==> config.mk <==
export PLATFORM = sky130hd
export DESIGN_NAME = genetic_filter_array
export DESIGN_NICKNAME = d
export VERILOG_FILES = /design/src/rtl/genetic_filter_pkg.sv /design/src/rtl/filter_channel.sv /design/src/rtl/genetic_filter_array.sv
export SDC_FILE = /design/constraint.sdc
export NUM_CORES = 1
export LEC_CHECK = 0
export CAP_MARGIN = 20
export CORE_MARGIN = 10
export CORE_UTILIZATION = 45
export CTS_CLUSTER_DIAMETER = 50
export DETAILED_ROUTE_END_ITERATION = 8
export PLACE_DENSITY = 0.69
export SYNTH_ARGS = -nofsm -noshare
export SYNTH_HDL_FRONTEND = slang
export SYNTH_SLANG_ARGS = --single-unit
==> constraint.sdc <==
create_clock -name clk -period 1.6 [get_ports clk]
set_input_delay 0.32 -clock clk [delete_from_list [all_inputs] [get_ports clk]]
set_output_delay 0.32 -clock clk [all_outputs]
set_load 0.02 [all_outputs]
==> src/rtl/genetic_filter_pkg.sv <==
// Shared types and defaults for the
// debounced sensor/actuator filter array.
package genetic_filter_pkg;

  typedef enum logic [1:0] {
    OFF,
    RISE,
    ON,
    FALL
  } ch_state_e;

  localparam int unsigned DEF_N_CH  = 4;
  localparam int unsigned DEF_DELAY = 5;

endpackage

==> src/rtl/filter_channel.sv <==
// One channel: actuator follows the set/clear
// condition only after DELAY consecutive samples.
module filter_channel
  import genetic_filter_pkg::*;
#(
  parameter int unsigned DELAY  = DEF_DELAY,
  parameter bit          STICKY = 1'b0
) (
  input  logic clk,
  input  logic rst_n,
  input  logic start_i,
  input  logic sensor_i,
  output logic act_o
);

  localparam int unsigned CW = $clog2(DELAY + 1);
  localparam logic [CW-1:0] DLY = CW'(DELAY);
  localparam logic [CW-1:0] ONE = CW'(1);

  ch_state_e     state_q;
  logic [CW-1:0] cnt_q;
  logic          act_q;

  logic          set_c;
  logic          clr_c;
  logic [CW-1:0] cnt_inc;

  // Sticky mode ignores the sensor when clearing.
  assign set_c   = start_i & sensor_i;
  assign clr_c   = STICKY ? ~start_i
                          : ~start_i & ~sensor_i;
  assign cnt_inc = cnt_q + ONE;
  assign act_o   = act_q;

  // Channel FSM; counter holds run length of
  // the pending condition, never reaching DELAY.
  always_ff @(posedge clk or negedge rst_n) begin
    if (!rst_n) begin
      state_q <= OFF;
      cnt_q   <= '0;
      act_q   <= 1'b0;
    end else begin
      unique case (state_q)
        OFF, RISE: begin
          if (set_c) begin
            if (cnt_inc == DLY) begin
              state_q <= ON;
              cnt_q   <= '0;
              act_q   <= 1'b1;
            end else begin
              state_q <= RISE;
              cnt_q   <= cnt_inc;
            end
          end else begin
            state_q <= OFF;
            cnt_q   <= '0;
          end
        end
        ON, FALL: begin
          if (clr_c) begin
            if (cnt_inc == DLY) begin
              state_q <= OFF;
              cnt_q   <= '0;
              act_q   <= 1'b0;
            end else begin
              state_q <= FALL;
              cnt_q   <= cnt_inc;
            end
          end else begin
            state_q <= ON;
            cnt_q   <= '0;
          end
        end
        default: begin
          state_q <= OFF;
          cnt_q   <= '0;
          act_q   <= 1'b0;
        end
      endcase
    end
  end

endmodule

==> src/rtl/genetic_filter_array.sv <==
// Array of independent filter channels plus a
// registered count of active actuators.
module genetic_filter_array
  import genetic_filter_pkg::*;
#(
  parameter int unsigned N_CH   = DEF_N_CH,
  parameter int unsigned DELAY  = DEF_DELAY,
  parameter bit          STICKY = 1'b0
) (
  input  logic                      clk,
  input  logic                      rst_n,
  input  logic                      Start,
  input  logic [N_CH-1:0]           Sensor,
  output logic [N_CH-1:0]           Actuator,
  output logic [$clog2(N_CH+1)-1:0] ActiveCount
);

  localparam int unsigned AW = $clog2(N_CH + 1);

  logic [AW-1:0] pop_d;

  for (genvar g = 0; g < N_CH; g++) begin : g_ch
    filter_channel #(
      .DELAY (DELAY),
      .STICKY(STICKY)
    ) u_ch (
      .clk     (clk),
      .rst_n   (rst_n),
      .start_i (Start),
      .sensor_i(Sensor[g]),
      .act_o   (Actuator[g])
    );
  end

  // Population count of the current actuators.
  always_comb begin
    pop_d = '0;
    for (int i = 0; i < int'(N_CH); i++) begin
      pop_d = pop_d + AW'(Actuator[i]);
    end
  end

  // Count lags Actuator by one edge.
  always_ff @(posedge clk or negedge rst_n) begin
    if (!rst_n) begin
      ActiveCount <= '0;
    end else begin
      ActiveCount <= pop_d;
    end
  end

endmodule

==> impl_metrics.csv <==
group,metric,value,unit
outcome,status,"complete, no violations",
placed_design,placed_area,0.00141,mm²
grt,grt_pass1_wl,3890,µm
clock_network,cts_tree,"done",
power_and_ir_drop,power_density,677,mW/mm²
clock_network,clock-sinks,23,
routing,wl_per_cell,12.8,µm
routing,drc_errors,0,
critical_path,r2r_setup_slack,0.07,ns
power_and_ir_drop,internal_power,0.739,mW
timing,setup_viol,0,
power_and_ir_drop,swShare,25.0,%
cells_and_area,layoutNonFillerInstCount,167,
critical_path,slowest_stage,"fa_1",
timing,hold_viol_final,0,
synth,synth_nets,140,
timing,finClkSkew,0.00186,ns
routing,dr.first_iter.drc_count,39,
power_and_ir_drop,p_leak,0.670,nW
grt,grt_usage,8.99,%
grt,use_met1,11.4,%
timing,fin_hold_ws,0.348,ns
critical_path,path_cells,"inv_2, fa_1, inv_1, ha_2, ha_4",
cells_and_area,nets,155,
critical_path,path_buf_inv,2,
power_and_ir_drop,pwr-share-seq,61.0,%
placed_design,routabilityCongestion,0.746,
placed_design,io_buffers,13,
timing,period_needed,1.53,ns
grt,use_met3,2.45,%
routing,dr.pass1.iters,3,
placed_design,pre_cts_ws,-0.00915,ns
synth,avgSynthCellArea,10.3,µm²
critical_path,ff2ff_path_depth,5,
cells_and_area,syn2layout_area_growth,16.2,%
cells_and_area,fillers,243,
synth,ys_warn_count,0,
routing,antenna_left,0,
power_and_ir_drop,clkPwrFrac,26.9,%
timing,tightest_slew,0.489,ns
grt,grt_max_degree,24,
critical_path,cp_top_family,"adder cells",
placed_design,hpwl,1630,µm
critical_path,r2r_start,"g_ch[1].u_ch.act_o",
die,die_area,0.00529,mm²
cells_and_area,drive_above_1_share,11.0,%
die,io_pins,14,
critical_path,cp-end-kind,"flop",
placed_design,placedCellCount,163,
min_path,hold_path.class,"input port to async pin",
die,core,0.00271,mm²
critical_path,rr_endpoint,"ActiveCount[1]",
power_and_ir_drop,combinationalPowerShare,12.1,%
clock_network,postCtsHoldBufs,0,
clock_network,cts_buffers,3,
synth,seq_area_frac_synth,46.0,%
power_and_ir_drop,power,0.985,mW
grt,grt-busiest-layer,"met2",
die,rows,19,
job,max_cap_violations,0,
synth,yosysUniqueCellTypes,26,
clock_network,clk_pin_slew,0.12,ns
critical_path,crit_fanout,3,
cells_and_area,final_cell_mix,"dfrtp_1, inv_1, ha_1, o21ai_0",
power_and_ir_drop,switchingPower,0.246,mW
critical_path,crit_required,1.81,ns
routing,routed_wl,2130,µm
grt,antenna_found_initial,0,
die,die_w,72.8,µm
routing,vias,870,
clock_network,root_buffer,"clkbuf_4",
critical_path,critical_path_arrival,1.75,ns
cells_and_area,utilization,53.7,%
timing,fin_crit_sh,95.7,%
grt,grt_pass1_vias,888,
synth,ys_ff_latch,23,
power_and_ir_drop,max-vdd-ir-drop,0.000486,V
clock_network,postCtsSetupBuffers,0,
timing,relSlewSlack,67.2,%
timing,fmax,0.653,GHz
routing,vias_per_cell,5.21,
cells_and_area,final_common_cell,"dfrtp_1",
grt,overflow,0,
synth,synthesis.area,0.00125,mm²
critical_path,cpPeakStageDelay,0.53,ns
clock_network,clk_path_buf_depth,2,
critical_path,critPathKind,"flop to flop",
cells_and_area,fin_area,0.00146,mm²
timing,setup_ws,0.0688,ns
timing,rsz0062_at_grt,"false",
grt,use_met2,13.7,%
synth,synth_cells,122,
die,start_util,46.2,%
timing,fin_tns_setup,0,ns
timing,maxSlewViolCount,0,
clock_network,h-tree-depth,1,
clock_network,clk_latency,0.31,ns
critical_path,start_kind,"flop",
die,chipHeight,72.8,µm
cells_and_area,num_antenna_cells,0,
state kept, by name (all words and copies together) (netlist names):
register / count
ActiveCount: 3
g_ch.u_ch.act_o: 4
g_ch.u_ch.state_q: 4
g_ch.u_ch.cnt_q: 12
cell usage after synthesis (all sizes together):
library cell / instances / area share [%]
o21a: 2 / 1.2
fa: 1 / 1.6
nand2: 6 / 1.8
nor2b: 6 / 3.0
or3: 2 / 1.0
buf: 6 / 3.7
o21ai: 7 / 2.8
nor3b: 2 / 1.2
nand3: 5 / 2.0
dfrtp: 23 / 46
nand3b: 4 / 2.7
nand2b: 6 / 3.0
o211ai: 5 / 3.0
inv: 15 / 4.5
nor3: 8 / 4.0
o22a: 2 / 1.4
ha: 10 / 10
o31ai: 2 / 1.2
nor2: 4 / 1.2
xnor2: 4 / 3.4
nor4b: 2 / 1.4
routing by layer:
layer  up-vias  wire length [µm]  share of wire [%]
li1        439                 -                  -
met1       418              1060                 50
met2        11               969                 45
met3         2                81                3.8
met4         0                23                1.1
met5         -                 0                  0
how the worst max path moves through the flow:
stage | from | to | slack [ns] | cells past startpoint
after floorplan | g_ch[0].u_ch.act_o | ActiveCount[1] | 0.1 | 5
after global placement | Start | g_ch[3].u_ch.act_o | 0.02 | 5
after detailed placement | Start | g_ch[1].u_ch.cnt_q[0] | -0.009 | 5
after CTS | ActiveCount[0] | ActiveCount[0] | 0.007 | 1
after global routing | g_ch[1].u_ch.cnt_q[0] | g_ch[1].u_ch.act_o | 0.01 | 4
final | g_ch[1].u_ch.act_o | ActiveCount[1] | 0.07 | 5
what timing repair did:
action	in CTS	in global routing
hold endpoints to repair	0	0
pin swaps	0	2
setup endpoints to repair	4	4
gates resized for setup	4	7
power by group through the flow:
| stage | registers, mW | logic [mW] | clock network, mW |
|---|---|---|---|
| floorplan | 0.611 | 0.0690 | 0 |
| global placement | 0.611 | 0.115 | 0 |
| detailed placement | 0.612 | 0.121 | 0 |
| CTS | 0.601 | 0.121 | 0.283 |
| global route | 0.603 | 0.137 | 0.304 |
| finish | 0.601 | 0.119 | 0.265 |
cell families (layout without fill, tap and decap cells):
| kind of cell | after synthesis | in the layout | synth area share, % |
|---|---|---|---|
| and+or+nand+nor | 45 | 45 | 21.3 |
| DFF | 23 | 23 | 46.0 |
| buffers and inverters | 21 | 35 | 8.19 |
| AOI/OAI and AO/OA | 18 | 18 | 9.59 |
| adders and majority gates | 11 | 11 | 11.6 |
| xor gates and xnor gates | 4 | 4 | 3.40 |
layout make-up:
cell class / count / area, µm² / share of cell area, %
multi-input cells: 78 / 589 / 40.5
flip-flops and latches: 23 / 576 / 39.6
well taps: 31 / 38.8 / 2.67
inverters: 15 / 56.3 / 3.87
clock inverters: 1 / 5.00 / 0.344
repair buffers: 16 / 168 / 11.5
clock buffers: 3 / 22.5 / 1.55
Power figures use the tool's default switching activity.
